===== src/rtl/video_timing_ctrl.sv =====
// video_timing_ctrl: raster sequencer producing h/v counters, dv/hs/vs strobes,
// LAT-delayed strobe copies and frame bookkeeping. Streaming starts and stops
// only on frame boundaries.
module video_timing_ctrl #(
   parameter int unsigned HRES   = 1600,
   parameter int unsigned HFP    = 24,
   parameter int unsigned HSW    = 80,
   parameter int unsigned HBP    = 96,
   parameter int unsigned VRES   = 900,
   parameter int unsigned VFP    = 1,
   parameter int unsigned VSW    = 3,
   parameter int unsigned VBP    = 96,
   parameter bit          HS_POL = 1'b1,
   parameter bit          VS_POL = 1'b1,
   parameter int unsigned LAT    = 3
) (
   input  logic        clk,
   input  logic        rst,
   input  logic        start,
   input  logic        stop,
   output logic [10:0] h_cnt,
   output logic [10:0] v_cnt,
   output logic        dv_o,
   output logic        hs_o,
   output logic        vs_o,
   output logic        dv_d,
   output logic        hs_d,
   output logic        vs_d,
   output logic        frame_start,
   output logic [15:0] frame_cnt,
   output logic        busy
);

   localparam int unsigned CW   = 11;
   localparam int unsigned DW   = CW + 1;
   localparam int unsigned FW   = 16;
   localparam int unsigned HTOT = HRES + HFP + HSW + HBP;
   localparam int unsigned VTOT = VRES + VFP + VSW + VBP;

   // Decode thresholds carry one extra bit so a sync ending at 2048 still fits.
   localparam logic [CW-1:0] C_HLAST  = CW'(HTOT - 1);
   localparam logic [CW-1:0] C_VLAST  = CW'(VTOT - 1);
   localparam logic [DW-1:0] C_HRES   = DW'(HRES);
   localparam logic [DW-1:0] C_VRES   = DW'(VRES);
   localparam logic [DW-1:0] C_HS_ON  = DW'(HRES + HFP);
   localparam logic [DW-1:0] C_HS_OFF = DW'(HRES + HFP + HSW);
   localparam logic [DW-1:0] C_VS_ON  = DW'(VRES + VFP);
   localparam logic [DW-1:0] C_VS_OFF = DW'(VRES + VFP + VSW);

   typedef enum logic [1:0] {
      S_IDLE  = 2'd0,
      S_RUN   = 2'd1,
      S_DRAIN = 2'd2
   } state_t;

   state_t        r_state;
   logic [CW-1:0] r_h;
   logic [CW-1:0] r_v;
   logic          r_dv;
   logic          r_hs;
   logic          r_vs;
   logic          r_fs;
   logic [FW-1:0] r_fcnt;
   logic          r_busy;
   logic [2:0]    r_dly [LAT];

   logic          w_h_last;
   logic          w_v_last;
   logic          w_frame_end;
   logic [CW-1:0] w_h_adv;
   logic [CW-1:0] w_v_adv;

   function automatic logic f_dv(input logic [CW-1:0] h, input logic [CW-1:0] v);
      return ({1'b0, h} < C_HRES) && ({1'b0, v} < C_VRES);
   endfunction

   function automatic logic f_hs(input logic [CW-1:0] h);
      return (({1'b0, h} >= C_HS_ON) && ({1'b0, h} < C_HS_OFF)) ? HS_POL : !HS_POL;
   endfunction

   function automatic logic f_vs(input logic [CW-1:0] v);
      return (({1'b0, v} >= C_VS_ON) && ({1'b0, v} < C_VS_OFF)) ? VS_POL : !VS_POL;
   endfunction

   // Raster advance: next counter position and last-clock-of-frame detect.
   assign w_h_last    = (r_h == C_HLAST);
   assign w_v_last    = (r_v == C_VLAST);
   assign w_frame_end = w_h_last && w_v_last;
   assign w_h_adv     = w_h_last ? '0 : r_h + CW'(1);
   assign w_v_adv     = w_h_last ? (w_v_last ? '0 : r_v + CW'(1)) : r_v;

   // Sequencer FSM with counters and strobes registered alongside the state.
   always_ff @(posedge clk) begin
      if (!rst) begin
         r_state <= S_IDLE;
         r_h     <= '0;
         r_v     <= '0;
         r_dv    <= 1'b0;
         r_hs    <= !HS_POL;
         r_vs    <= !VS_POL;
         r_fs    <= 1'b0;
         r_fcnt  <= '0;
         r_busy  <= 1'b0;
      end else begin
         case (r_state)
            S_IDLE: begin
               r_fs <= 1'b0;
               if (start) begin
                  r_state <= S_RUN;
                  r_h     <= '0;
                  r_v     <= '0;
                  r_dv    <= f_dv('0, '0);
                  r_hs    <= f_hs('0);
                  r_vs    <= f_vs('0);
                  r_fs    <= 1'b1;
                  r_fcnt  <= r_fcnt + FW'(1);
                  r_busy  <= 1'b1;
               end
            end
            S_RUN, S_DRAIN: begin
               if ((r_state == S_DRAIN) && !start && w_frame_end) begin
                  r_state <= S_IDLE;
                  r_h     <= '0;
                  r_v     <= '0;
                  r_dv    <= 1'b0;
                  r_hs    <= !HS_POL;
                  r_vs    <= !VS_POL;
                  r_fs    <= 1'b0;
                  r_busy  <= 1'b0;
               end else begin
                  if (r_state == S_RUN) begin
                     r_state <= stop ? S_DRAIN : S_RUN;
                  end else begin
                     r_state <= start ? S_RUN : S_DRAIN;
                  end
                  r_h  <= w_h_adv;
                  r_v  <= w_v_adv;
                  r_dv <= f_dv(w_h_adv, w_v_adv);
                  r_hs <= f_hs(w_h_adv);
                  r_vs <= f_vs(w_v_adv);
                  r_fs <= w_frame_end;
                  if (w_frame_end) begin
                     r_fcnt <= r_fcnt + FW'(1);
                  end
               end
            end
            default: begin
               r_state <= S_IDLE;
            end
         endcase
      end
   end

   // Strobe delay line; free-running so it flushes naturally once idle.
   always_ff @(posedge clk) begin
      if (!rst) begin
         for (int i = 0; i < int'(LAT); i++) begin
            r_dly[i] <= {1'b0, !HS_POL, !VS_POL};
         end
      end else begin
         r_dly[0] <= {r_dv, r_hs, r_vs};
         for (int i = 1; i < int'(LAT); i++) begin
            r_dly[i] <= r_dly[i-1];
         end
      end
   end

   assign h_cnt       = r_h;
   assign v_cnt       = r_v;
   assign dv_o        = r_dv;
   assign hs_o        = r_hs;
   assign vs_o        = r_vs;
   assign dv_d        = r_dly[LAT-1][2];
   assign hs_d        = r_dly[LAT-1][1];
   assign vs_d        = r_dly[LAT-1][0];
   assign frame_start = r_fs;
   assign frame_cnt   = r_fcnt;
   assign busy        = r_busy;

endmodule


===== config.mk =====
export PLATFORM = sky130hd
export DESIGN_NAME = video_timing_ctrl
export DESIGN_NICKNAME = d
export VERILOG_FILES = /design/src/rtl/video_timing_ctrl.sv
export SDC_FILE = /design/constraint.sdc
export NUM_CORES = 1
export LEC_CHECK = 0
export CAP_MARGIN = 30
export CORE_MARGIN = 5
export CORE_UTILIZATION = 49
export DETAILED_ROUTE_END_ITERATION = 8
export PLACE_DENSITY = 0.74
export SLEW_MARGIN = 40
export SYNTH_ARGS = -nofsm -noshare
export SYNTH_HDL_FRONTEND = slang
export SYNTH_SLANG_ARGS = --single-unit

===== constraint.sdc =====
create_clock -name clk -period 3.03 [get_ports clk]
set_input_delay 0.303 -clock clk [delete_from_list [all_inputs] [get_ports clk]]
set_output_delay 0.303 -clock clk [all_outputs]
set_load 0.01 [all_outputs]

==> Word-level counts from Yosys, hierarchy flattened <==
Memory sizes are Yosys's and may differ from the RTL's.
Cells that the tools add are included.
{ "totals": {"in_bits": 4, "mem_bits_rw": 9, "out_inout_bits": 46, "regBits": 45, "mem_count": 1} }
{ "op_classes": {"n_lt_le_gt_ge": 6, "reduce_logical": 13, "n_addsub": 3, "eq_ne": 8, "bitwise_logic": 3, "n_mux": 38} }
{ "memory_table": {"columns": ["name", "depth", "word_bits", "rd", "rd_ports_with_merged_regs", "wr", "line", "source"], "rows": [
  ["r_dly", 3, 3, 3, 0, 3, "65", "logic [2:0] r_dly [LAT];"]
]} }
{ "op_table": {"columns": ["operator", "count"], "rows": [
  ["$mux W11", 6],
  ["$mux W16", 3],
  ["$pmux W11 S2", 2],
  ["$pmux W16 S2", 1],
  ["$add A11 B1 Y11 const B", 2],
  ["$lt A11 B10 Y1 const B", 2],
  ["$lt A11 B11 Y1 const B", 2],
  ["$add A16 B1 Y16 const B", 1],
  ["$mux W1", 12],
  ["$eq A11 B10 Y1 const B", 1],
  ["$eq A11 B11 Y1 const B", 1],
  ["$ge A11 B10 Y1 const B", 1],
  ["$ge A11 B11 Y1 const B", 1],
  ["$mux W2", 5],
  ["$pmux W1 S2", 5],
  ["$mux W3", 3],
  ["$ne A2 B2 Y1 const B", 4],
  ["$logic_and A1 B1 Y1", 6],
  ["$pmux W2 S2", 1],
  ["$reduce_and A4 Y1", 1],
  ["$or A1 B1 Y1", 3],
  ["$reduce_and A3 Y1", 1],
  ["$eq A2 B1 Y1 const B", 1],
  ["$eq A2 B2 Y1 const B", 1],
  ["other kinds (5)", 5]
]} }

==> Longest topological paths before layout <==
Gate-level depths: netlist of run 1.
{ "logic_depth": {"ltp_word": 8, "mapped_depth": 10} }

==> Least setup slack after synthesis of run 1 <==
OpenSTA, ideal clock, no wires.
{ "synth_path": {"kind": "flip-flop to flip-flop", "from": "register r_h[0], in the netlist h_cnt[0]", "to": "register r_vs, in the netlist vs_o", "setup_slack_ps": 639, "path_buffers": 3, "arrival_time_ps": 2331, "synth_period_minus_slack_ps": 2391, "stages_incl_launch_ff": 11, "cell_sequence": "dfxtp_1 ha_1 buf_2 and2_0 clkbuf_1 nand3_1 clkbuf_1 nor3_1 o21ai_0 a2111oi_0 a22o_1"} }
{ "synth_via": {"elab_chain_cells": 7} }
{ "synth_lines": {"columns": ["item", "line", "source"], "rows": [
  ["start, declared", "57", "logic [CW-1:0] r_h;"],
  ["start signal, assigned", "136", "r_h <= w_h_adv;"],
  ["$eq A11 B11 Y1 *", "86", "assign w_h_last = (r_h == C_HLAST);"],
  ["$mux W11", "90", "assign w_v_adv = w_h_last ? (w_v_last ? '0 : r_v + CW'(1)) : r_v;"],
  ["$ge A11 B10 Y1 / $lt A11 B10 Y1 (equally long branches)", "82", "return (({1'b0, v} >= C_VS_ON) && ({1'b0, v} < C_VS_OFF)) ? VS_POL : !VS_POL;"],
  ["$logic_and A1 B1 Y1", "82", null],
  ["$mux W1", "82", null],
  ["$mux W1 *", "121", "if ((r_state == S_DRAIN) && !start && w_frame_end) begin"],
  ["$pmux W1 S2 *", "105", "case (r_state)"],
  ["end signal, assigned", "100", "r_vs <= !VS_POL;"],
  ["end signal, assigned", "114", "r_vs <= f_vs('0);"],
  ["end signal, assigned", "127", "r_vs <= !VS_POL;"],
  ["end, declared", "61", "logic r_vs;"]
]} }
Every way passes the cells marked *; elsewhere a longest branch is shown, timed or not.
A chain may end at the register's enable or synchronous reset.

==> Worst setup path after layout of run 1 <==
{ "layout_path": {"from": "register r_h[1], in the netlist h_cnt[1]", "to": "register r_vs, in the netlist vs_o"} }
The elaborated chain is that of the path after synthesis.

==> flow_summary.json, run 1 <==
{
  "vias": 3118,
  "syn_avg_cell_area_um2": 8.084,
  "grt_pass1_wl_um": 13570,
  "synth_cell_types": 63,
  "hold_viol_final": 0,
  "crit_arrival_ps": 2960,
  "worst_clock_skew_ps": 9.781,
  "switching_share_pct": 28.95,
  "ios": 50,
  "hp-class": "reg2reg",
  "drive_gt1_share_pct": 7.223,
  "die_w_um": 90.93,
  "clkPwrFrac_pct": 30.4,
  "grt_overflow_total": 0,
  "period_share_pct": 89.14,
  "worst_ir_drop_vdd_mv": 0.2827,
  "hp-start": "r_dly[0][4]$_SDFF_PN0_",
  "clk-insertion-delay-late_ps": 310,
  "crit_required_ps": 3290,
  "grt_usage_pct": 19.12,
  "ant_nets": 0,
  "r2r_setup_slack_ps": 330,
  "crit_type": "reg2reg",
  "syn_to_final_growth_pct": 21.33,
  "ctsResizeCount": 0,
  "row_count": 29,
  "drc": 0,
  "synthTopCellsByArea": "dfxtp_1, and2_1, xnor2_1",
  "drt-pass1-iter-count": 5,
  "combPwrFrac_pct": 15.9,
  "r2r-end": "vs_o$_SDFFE_PN0P_",
  "grt_max_degree": 32,
  "reg2reg_from": "h_cnt[1]$_SDFFE_PN0P_",
  "antennaDiodeCount": 0,
  "maxCapViolations": 0,
  "min_to": "r_dly[0][7]$_SDFF_PN0_",
  "antenna_found_initial": 0,
  "synth_nets": 408,
  "cts_made_buffers": 5,
  "dpl_worst_slack_ps": 414.3,
  "htree_levels": 2,
  "synthesis.area_mm2": 0.003209,
  "ys_seq_area_share_pct": 33.68,
  "p_leak_nw": 1.337,
  "whs_ps": 441.5,
  "wl_per_cell_um": 15.75,
  "tns_ps": 0,
  "status": "finished clean",
  "via_per_inst": 5.996,
  "synth_ff_type": "dfxtp_1",
  "core_mm2": 0.006350,
  "floorplan.initialDensity_pct": 50.54,
  "post-cts-setup-buffer-count": 0,
  "drt-initial-drc-count": 240,
  "ys_seq_elements": 54,
  "maxSlewViolCount": 0,
  "slew_headroom_pct": 57.81,
  "setup_slack_ps": 329.2,
  "tritoncts": "yes",
  "final.min_clock_period_ps": 2701,
  "cts-root-buf": "clkbuf_8",
  "synth-edff-count": 0,
  "rsz0062_at_grt": "false",
  "synthArstFlopShare_pct": 0,
  "syn_inst": 397,
  "clk_pin_slew_ps": 110,
  "fmax_ghz": 0.3703,
  "path_max_fanout": 10,
  "worst-slew-pin-transition_ps": 616.9,
  "place.port_buffers": 49,
  "cellPowerDensity_mw_per_mm2": 357.0,
  "grt_pass1_vias": 2857,
  "setup_viol": 0,
  "power_frac_seq_pct": 53.7,
  "chipHeight_um": 90.93,
  "switchingPower_uw": 402.4,
  "start_kind": "register",
  "netlist.top_cell.by_area": "dfxtp_1",
  "gp_congestion": 0.9280,
  "die_area_mm2": 0.008268,
  "cts_hold_buf": 0,
  "fin_total_pwr_mw": 1.390,
  "cp-end-kind": "register",
  "wl_um": 8191,
  "r2r_cells": 8,
  "fin_nets": 453,
  "power.internal_uw": 987.6,
  "holdPathStages": 1,
  "clkSinkCount": 54,
  "clockBufferDepth": 2,
  "synth_top_area_share_pct": 33.68,
  "dp_hpwl_um": 5868,
  "synth_warnings": 0
}
cell families after synthesis:
| family | synth area share, % |
|---|---|
| compound gates | 19.73 |
| buf+inv | 4.172 |
| mux | 0.3119 |
| xor+xnor | 5.731 |
| flops | 33.68 |
| fa+ha+maj | 2.729 |
| simple gates | 33.64 |
metal layers:
| layer | up-vias | GRT usage, % | part of all wire [%] |
|---|---|---|---|
| met5 | - | 0 | 0 |
| met4 | 0 | 5.623 | 1.2 |
| met3 | 11 | 3.967 | 7.4 |
| met2 | 119 | 29.81 | 45 |
| met1 | 1468 | 26.68 | 46 |
| li1 | 1520 | - | - |
power groups by stage:
stage | Clock, mW | Combinational, mW | Sequential (mW)
final | 0.423 | 0.221 | 0.746
after global routing | 0.459 | 0.244 | 0.751
after CTS | 0.431 | 0.220 | 0.746
after detailed placement | 0 | 0.220 | 0.763
after global placement | 0 | 0.218 | 0.762
after floorplan | 0 | 0.137 | 0.765
cells in the final DEF, fill, tap and decap left out, drive strengths merged, types with 3 or more instances in the layout:
master,count
a21oi,9
nor3,13
and3,12
and2,30
buf,14
o21a,5
a21boi,15
nor4b,3
nand4,14
clkbuf,5
o21ai,26
nand2,41
xor2,3
a22oi,5
nor2b,15
nor2,16
o31ai,5
xnor2,18
nor4bb,3
o211ai,3
nand3,13
dfxtp,54
nand2b,4
and4,4
or3,8
inv,10
nand4b,3
ha,7
clkdlybuf4s50,49
worst max-delay path by stage:
stage,start,end,slack (ps),cells past startpoint
6_report,h_cnt[1]$_SDFFE_PN0P_,vs_o$_SDFFE_PN0P_,330,8
5_1_grt,h_cnt[10]$_SDFFE_PN0P_,vs_o$_SDFFE_PN0P_,190,7
4_1_cts,v_cnt[2]$_SDFFE_PN0P_,frame_cnt[11]$_SDFFE_PN0P_,400,6
3_5_place_dp,v_cnt[2]$_SDFFE_PN0P_,frame_cnt[11]$_SDFFE_PN0P_,410,6
3_3_place_gp,v_cnt[3]$_SDFFE_PN0P_,frame_cnt[11]$_SDFFE_PN0P_,500,6
2_1_floorplan,h_cnt[0]$_SDFFE_PN0P_,vs_o$_SDFFE_PN0P_,640,10
cells in the mapped netlist, drive strengths merged, types with 2 or more instances:
library cell / n
dfxtp: 54
nand2: 41
and2: 30
o21ai: 26
clkbuf: 19
xnor2: 18
nor2: 16
a21boi: 15
nor2b: 15
nand4: 14
nand3: 13
nor3: 13
and3: 12
a21oi: 9
inv: 9
or3: 8
ha: 7
buf: 6
a22oi: 5
o21a: 5
o31ai: 5
and4: 4
nand2b: 4
nand4b: 3
nor4b: 3
nor4bb: 3
o211ai: 3
xor2: 3
a211oi: 2
a21bo: 2
a41oi: 2
nor4: 2
o22ai: 2
o31a: 2
or4: 2
per-stage QoR:
step	utilization (%)	cells	area [um2]
final	61.32	520	3894
after global routing	61.32	520	3894
after CTS	61.32	520	3894
after detailed placement	59.86	512	3801
after global placement	59.86	512	3801
after floorplan	-	397	3209
layout make-up:
class	count	area, um2
Fill cell	590	2456
Multi-Input combinational cell	309	1994
Sequential cell	54	1081
Timing Repair Buffer	63	595.6
Tap cell	77	96.34
Clock buffer	5	68.82
Inverter	9	33.78
Clock inverter	3	23.77
critical path, cell delays in order, from the launching register on:
cell and delay (ps):
dfxtp_1 460, ha_1 220, and2_0 320, nand3_1 250, buf_4 250, o21ai_0 160, o211ai_1 150, a2111oi_0 630
a22o_1 220
registers in the layout (all words and copies together), names as in the netlist:
name / flops
h_cnt: 11
r_dly: 9
v_cnt: 11
frame_start: 1
vs_o: 1
r_state: 2
frame_cnt: 16
dv_o: 1
busy: 1
hs_o: 1
(Power assumes the default switching activity.)
==> run 2: changes to the inputs <==
==> constraint.sdc (replaced) <==
create_clock -name clk -period 2.8 [get_ports clk]
set_input_delay 0.28 -clock clk [delete_from_list [all_inputs] [get_ports clk]]
set_output_delay 0.28 -clock clk [all_outputs]
set_load 0.01 [all_outputs]
==> run 2 against run 1 <==
Sequential power increased by 8.3%. Worst setup slack got worse by 93 ps. First-iteration DRC count rose by 18%. Highest routed layer unchanged. Clock skew up 3.1 ps. Global-route usage is 0.53 points higher. Routed wire length is 0.79% higher. Register-to-register slack lost 90 ps. Largest cell class unchanged. Clock power grew 14%.
==> flow_summary.json, run 2 (synthesized netlist as in run 1, its figures left out) <==
{
  "status": "finished clean",
  "dp_hpwl_um": 6017,
  "crit_slowest_cell": "dfxtp_1",
  "cp-end-kind": "register",
  "setup_slack_ps": 236.3,
  "holdPathStages": 1,
  "clockBufferDepth": 2,
  "cts-root-buf": "clkbuf_8",
  "final.min_clock_period_ps": 2564,
  "place_inst": 519,
  "worst_ir_drop_vdd_mv": 0.2896,
  "cts_hold_buf": 0,
  "core_mm2": 0.006350,
  "cts_made_buffers": 5,
  "multiInputGateArea_mm2": 0.001996,
  "die_area_mm2": 0.008268,
  "vias": 3117,
  "htree_levels": 2,
  "row_count": 29,
  "worst_clock_skew_ps": 12.83,
  "largest_register_ffs": 16,
  "crit_required_ps": 3010,
  "antenna_found_initial": 0,
  "clkSinkCount": 54,
  "cellPowerDensity_mw_per_mm2": 390.4,
  "tritoncts": "yes",
  "max_stage_delay_ps": 460,
  "r2r_cells": 8,
  "post-cts-setup-buffer-count": 0,
  "floorplan.initialDensity_pct": 50.54,
  "fin_total_pwr_mw": 1.543,
  "die_w_um": 90.93,
  "place.port_buffers": 49,
  "tns_ps": 0,
  "path_buf_inv": 1,
  "grt_usage_pct": 19.66,
  "slew_headroom_pct": 63.78,
  "fin_nets": 460,
  "worst-slew-pin-transition_ps": 537.7,
  "p_leak_nw": 1.384,
  "ios": 50,
  "antennaDiodeCount": 0,
  "chipHeight_um": 90.93,
  "crit_type": "reg2reg",
  "r2r-end": "dv_o$_SDFFE_PN0P_",
  "r2r_setup_slack_ps": 240,
  "path_max_fanout": 9,
  "layout_common_cells": "dfxtp_1, clkdlybuf4s50_1, nand2_1",
  "maxSlewViolCount": 0,
  "drive_gt1_share_pct": 8.667,
  "drt-initial-drc-count": 284,
  "gp_congestion": 0.9253,
  "reg2reg_from": "h_cnt[0]$_SDFFE_PN0P_",
  "crit_chain": "ha_1 -> and2_0 -> buf_4 -> and3_1 -> nand3b_1 -> or2_2 -> a211oi_1 -> a2bb2oi_1",
  "grt_overflow_total": 0,
  "crit_arrival_ps": 2770,
  "drc": 0,
  "via_per_inst": 5.915,
  "min_to": "r_dly[0][7]$_SDFF_PN0_",
  "n_fill_cell": 553,
  "rsz0062_at_grt": "false",
  "final_common_cell": "dfxtp_1",
  "hp-class": "reg2reg",
  "grt_max_degree": 35,
  "wl_per_cell_um": 15.67,
  "path_delay_family": "simple AND/OR/NAND/NOR gates",
  "grt_pass1_wl_um": 14010,
  "utilization_pct": 62.25,
  "hold_viol_final": 0,
  "start_kind": "register",
  "clk-insertion-delay-late_ps": 320,
  "regArea_mm2": 0.001081,
  "syn_to_final_growth_pct": 23.16,
  "wl_um": 8256,
  "maxCapViolations": 0,
  "grt_pass1_vias": 2940,
  "setup_viol": 0,
  "clk_pin_slew_ps": 120,
  "fmax_ghz": 0.3901,
  "dpl_worst_slack_ps": 261.8,
  "period_share_pct": 91.56,
  "hp-start": "r_dly[0][4]$_SDFF_PN0_",
  "layout.cells.non_filler": 527,
  "drt-pass1-iter-count": 5,
  "ant_nets": 0
}
run 2: repair_timing:
item                                   CTS  global route
setup endpoints to repair                0             1
endpoints found under the hold margin    0             0
gates resized for setup                  0             1
run 2: where the power goes:
part	internal, mW	switching (mW)
clock	0.188	0.294
sequential	0.788	0.0200
combinational	0.111	0.142
run 2: layout make-up:
cell class	instances	area share, %
Multi-Input combinational cell	309	50.49
Sequential cell	54	27.35
Timing Repair Buffer	70	16.40
Tap cell	77	2.437
Clock buffer	5	1.741
Inverter	9	0.8547
Clock inverter	3	0.7281
run 2: worst max path at each step:
stage	cells past startpoint	start	to
finish	8	h_cnt[0]$_SDFFE_PN0P_	dv_o$_SDFFE_PN0P_
global route	8	h_cnt[0]$_SDFFE_PN0P_	dv_o$_SDFFE_PN0P_
CTS	8	h_cnt[0]$_SDFFE_PN0P_	v_cnt[5]$_SDFFE_PN0P_
detailed placement	8	h_cnt[0]$_SDFFE_PN0P_	v_cnt[5]$_SDFFE_PN0P_
global placement	8	h_cnt[0]$_SDFFE_PN0P_	dv_o$_SDFFE_PN0P_
floorplan	10	h_cnt[0]$_SDFFE_PN0P_	vs_o$_SDFFE_PN0P_
run 2: per-layer routing:
metal	track usage [%]	part of all wire [%]
met1	27.06	44
met2	31.91	46
met3	3.636	8.4
met4	4.768	1.3
met5	0	0
run 2: metrics by stage:
step	area, um2	hold WS, ps
final	3953	442.6
after global placement	3854	414.4
after detailed placement	3854	416.9
after floorplan	3209	411.9
after CTS	3951	443.1
after global routing	3953	458.8
run 2: worst reg2reg max path: stages, from the launching register on:
cell,delay (ps)
dfxtp_1,460
ha_1,380
and2_0,220
buf_4,170
and3_1,320
nand3b_1,140
or2_2,290
a211oi_1,350
a2bb2oi_1,140
==> run 3: changes to the inputs <==
--- a/config.mk
+++ b/config.mk
@@ -6,7 +6,6 @@
 export NUM_CORES = 1
 export LEC_CHECK = 0
 export CAP_MARGIN = 30
-export CORE_MARGIN = 5
 export CORE_UTILIZATION = 49
 export DETAILED_ROUTE_END_ITERATION = 8
 export PLACE_DENSITY = 0.74
==> run 3 against run 2 <==
Flip-flop and latch count is the same. Global-route usage rose by 4.4 points. Routed wire length is 0.25% lower. Clock power down 4.6%. Via count up 0.26%. Die area decreased by 17%. Critical path depth shrank 2. Sequential power about the same. First-iteration DRC count fell by 37%. Fmax is 1.9% higher. Critical path type unchanged. Largest power group unchanged. Highest routed layer unchanged.
==> flow_summary.json, run 3 (synthesized netlist as in run 1, its figures left out) <==
{
  "regArea_mm2": 0.001081,
  "clockBufferDepth": 2,
  "drt-initial-drc-count": 178,
  "worst-slew-pin-transition_ps": 638.4,
  "fmax_ghz": 0.3976,
  "start_kind": "register",
  "tritoncts": "yes",
  "clk-insertion-delay-late_ps": 310,
  "gp_congestion": 0.9806,
  "maxCapViolations": 0,
  "syn_to_final_growth_pct": 22.96,
  "crit_required_ps": 3050,
  "wl_per_cell_um": 15.63,
  "max_stage_delay_ps": 510,
  "clk_pin_slew_ps": 110,
  "place.port_buffers": 49,
  "grt_util_met1_pct": 33.29,
  "crit_chain": "or4b_4 -> or3_4 -> o31ai_4 -> nand2_2 -> or3_1 -> a21boi_1",
  "p_leak_nw": 1.374,
  "dp_hpwl_um": 5869,
  "cts_made_buffers": 5,
  "worst_ir_drop_vdd_mv": 0.2622,
  "via_per_inst": 5.930,
  "fin_nets": 460,
  "hp-class": "reg2reg",
  "grt_overflow_total": 0,
  "wl_um": 8235,
  "vias": 3125,
  "layout_common_cells": "dfxtp_1, clkdlybuf4s50_1, nand2_1",
  "grt_pass1_vias": 2890,
  "rsz0062_at_grt": "false",
  "drive_gt1_share_pct": 8.667,
  "ctsResizeCount": 0,
  "drc": 0,
  "cts_hold_buf": 0,
  "status": "finished clean",
  "drt-pass1-iter-count": 5,
  "grtUsageMet2_pct": 38.08,
  "core_mm2": 0.006350,
  "grt_usage_pct": 24.07,
  "ios": 50,
  "ant_nets": 0,
  "cellPowerDensity_mw_per_mm2": 385.6,
  "tns_ps": 0,
  "die_area_mm2": 0.006877,
  "hold_viol_final": 0,
  "layout.cells.non_filler": 527,
  "path_buf_inv": 0,
  "path_delay_family": "simple AND/OR/NAND/NOR gates",
  "slew_headroom_pct": 56.86,
  "final_common_cell": "dfxtp_1",
  "multiInputGateArea_mm2": 0.001994,
  "antenna_found_initial": 0,
  "largest_register_ffs": 16,
  "crit_arrival_ps": 2760,
  "maxSlewViolCount": 0,
  "post-cts-setup-buffer-count": 0,
  "htree_levels": 2,
  "setup_viol": 0,
  "row_count": 29,
  "cp-end-kind": "register",
  "crit_type": "reg2reg",
  "clkSinkCount": 54,
  "setup_slack_ps": 285.2,
  "grt_max_degree": 36,
  "floorplan.initialDensity_pct": 50.54,
  "utilization_pct": 62.15,
  "final.min_clock_period_ps": 2515,
  "crit_slowest_cell": "or4b_4",
  "grt-busiest-layer": "met2",
  "dpl_worst_slack_ps": 315.2,
  "grt_pass1_wl_um": 13830,
  "worst_clock_skew_ps": 15.21,
  "path_max_fanout": 8,
  "chipHeight_um": 82.93,
  "period_share_pct": 89.82,
  "cts-root-buf": "clkbuf_8",
  "place_inst": 519,
  "n_fill_cell": 574,
  "die_w_um": 82.93,
  "antennaDiodeCount": 0,
  "use_met3_pct": 4.175
}
run 3: cell count changes in the layout (fill, tap and decap cells not counted), sizes merged:
cell | previous run | this run
inv | 11 | 10
clkinvlp | 0 | 2
clkinv | 1 | 0
run 3: path summary, 6_finish.rpt:
kind	from	end	slack, ps	cells past startpoint
max reg2reg	v_cnt[2]$_SDFFE_PN0P_	frame_cnt[11]$_SDFFE_PN0P_	290	6
min	r_dly[0][4]$_SDFF_PN0_	r_dly[0][7]$_SDFF_PN0_	440	1
min reg2reg	r_dly[0][4]$_SDFF_PN0_	r_dly[0][7]$_SDFF_PN0_	440	1
max	v_cnt[2]$_SDFFE_PN0P_	frame_cnt[11]$_SDFFE_PN0P_	290	6
run 3: where the power goes:
group | switching, mW | internal [mW]
clock network | 0.281 | 0.180
registers | 0.0200 | 0.788
logic | 0.143 | 0.111
total | 0.443 | 1.08
run 3: stage by stage:
step / hold slack, ps / total power [mW] / instance area, um2
2_1_floorplan: 411.9 / 0.9760 / 3209
3_3_place_gp: 414.6 / 1.073 / 3854
3_5_place_dp: 417.9 / 1.077 / 3854
4_1_cts: 444.0 / 1.536 / 3946
5_1_grt: 453.0 / 1.596 / 3946
6_report: 443.1 / 1.522 / 3946
run 3: layout make-up:
type,instances,area share (%)
multi-input combinational,309,50.54
sequential,54,27.39
timing repair buffer,70,16.42
tap,77,2.441
clock buffer,5,1.744
inverter,9,0.8561
clock inverter,3,0.6024
run 3: metal layers:
| metal | wire length [um] | up-vias |
|---|---|---|
| met4 | 122 | 0 |
| met5 | 0 | - |
| met1 | 3827 | 1468 |
| met3 | 504 | 15 |
| li1 | - | 1532 |
| met2 | 3781 | 110 |
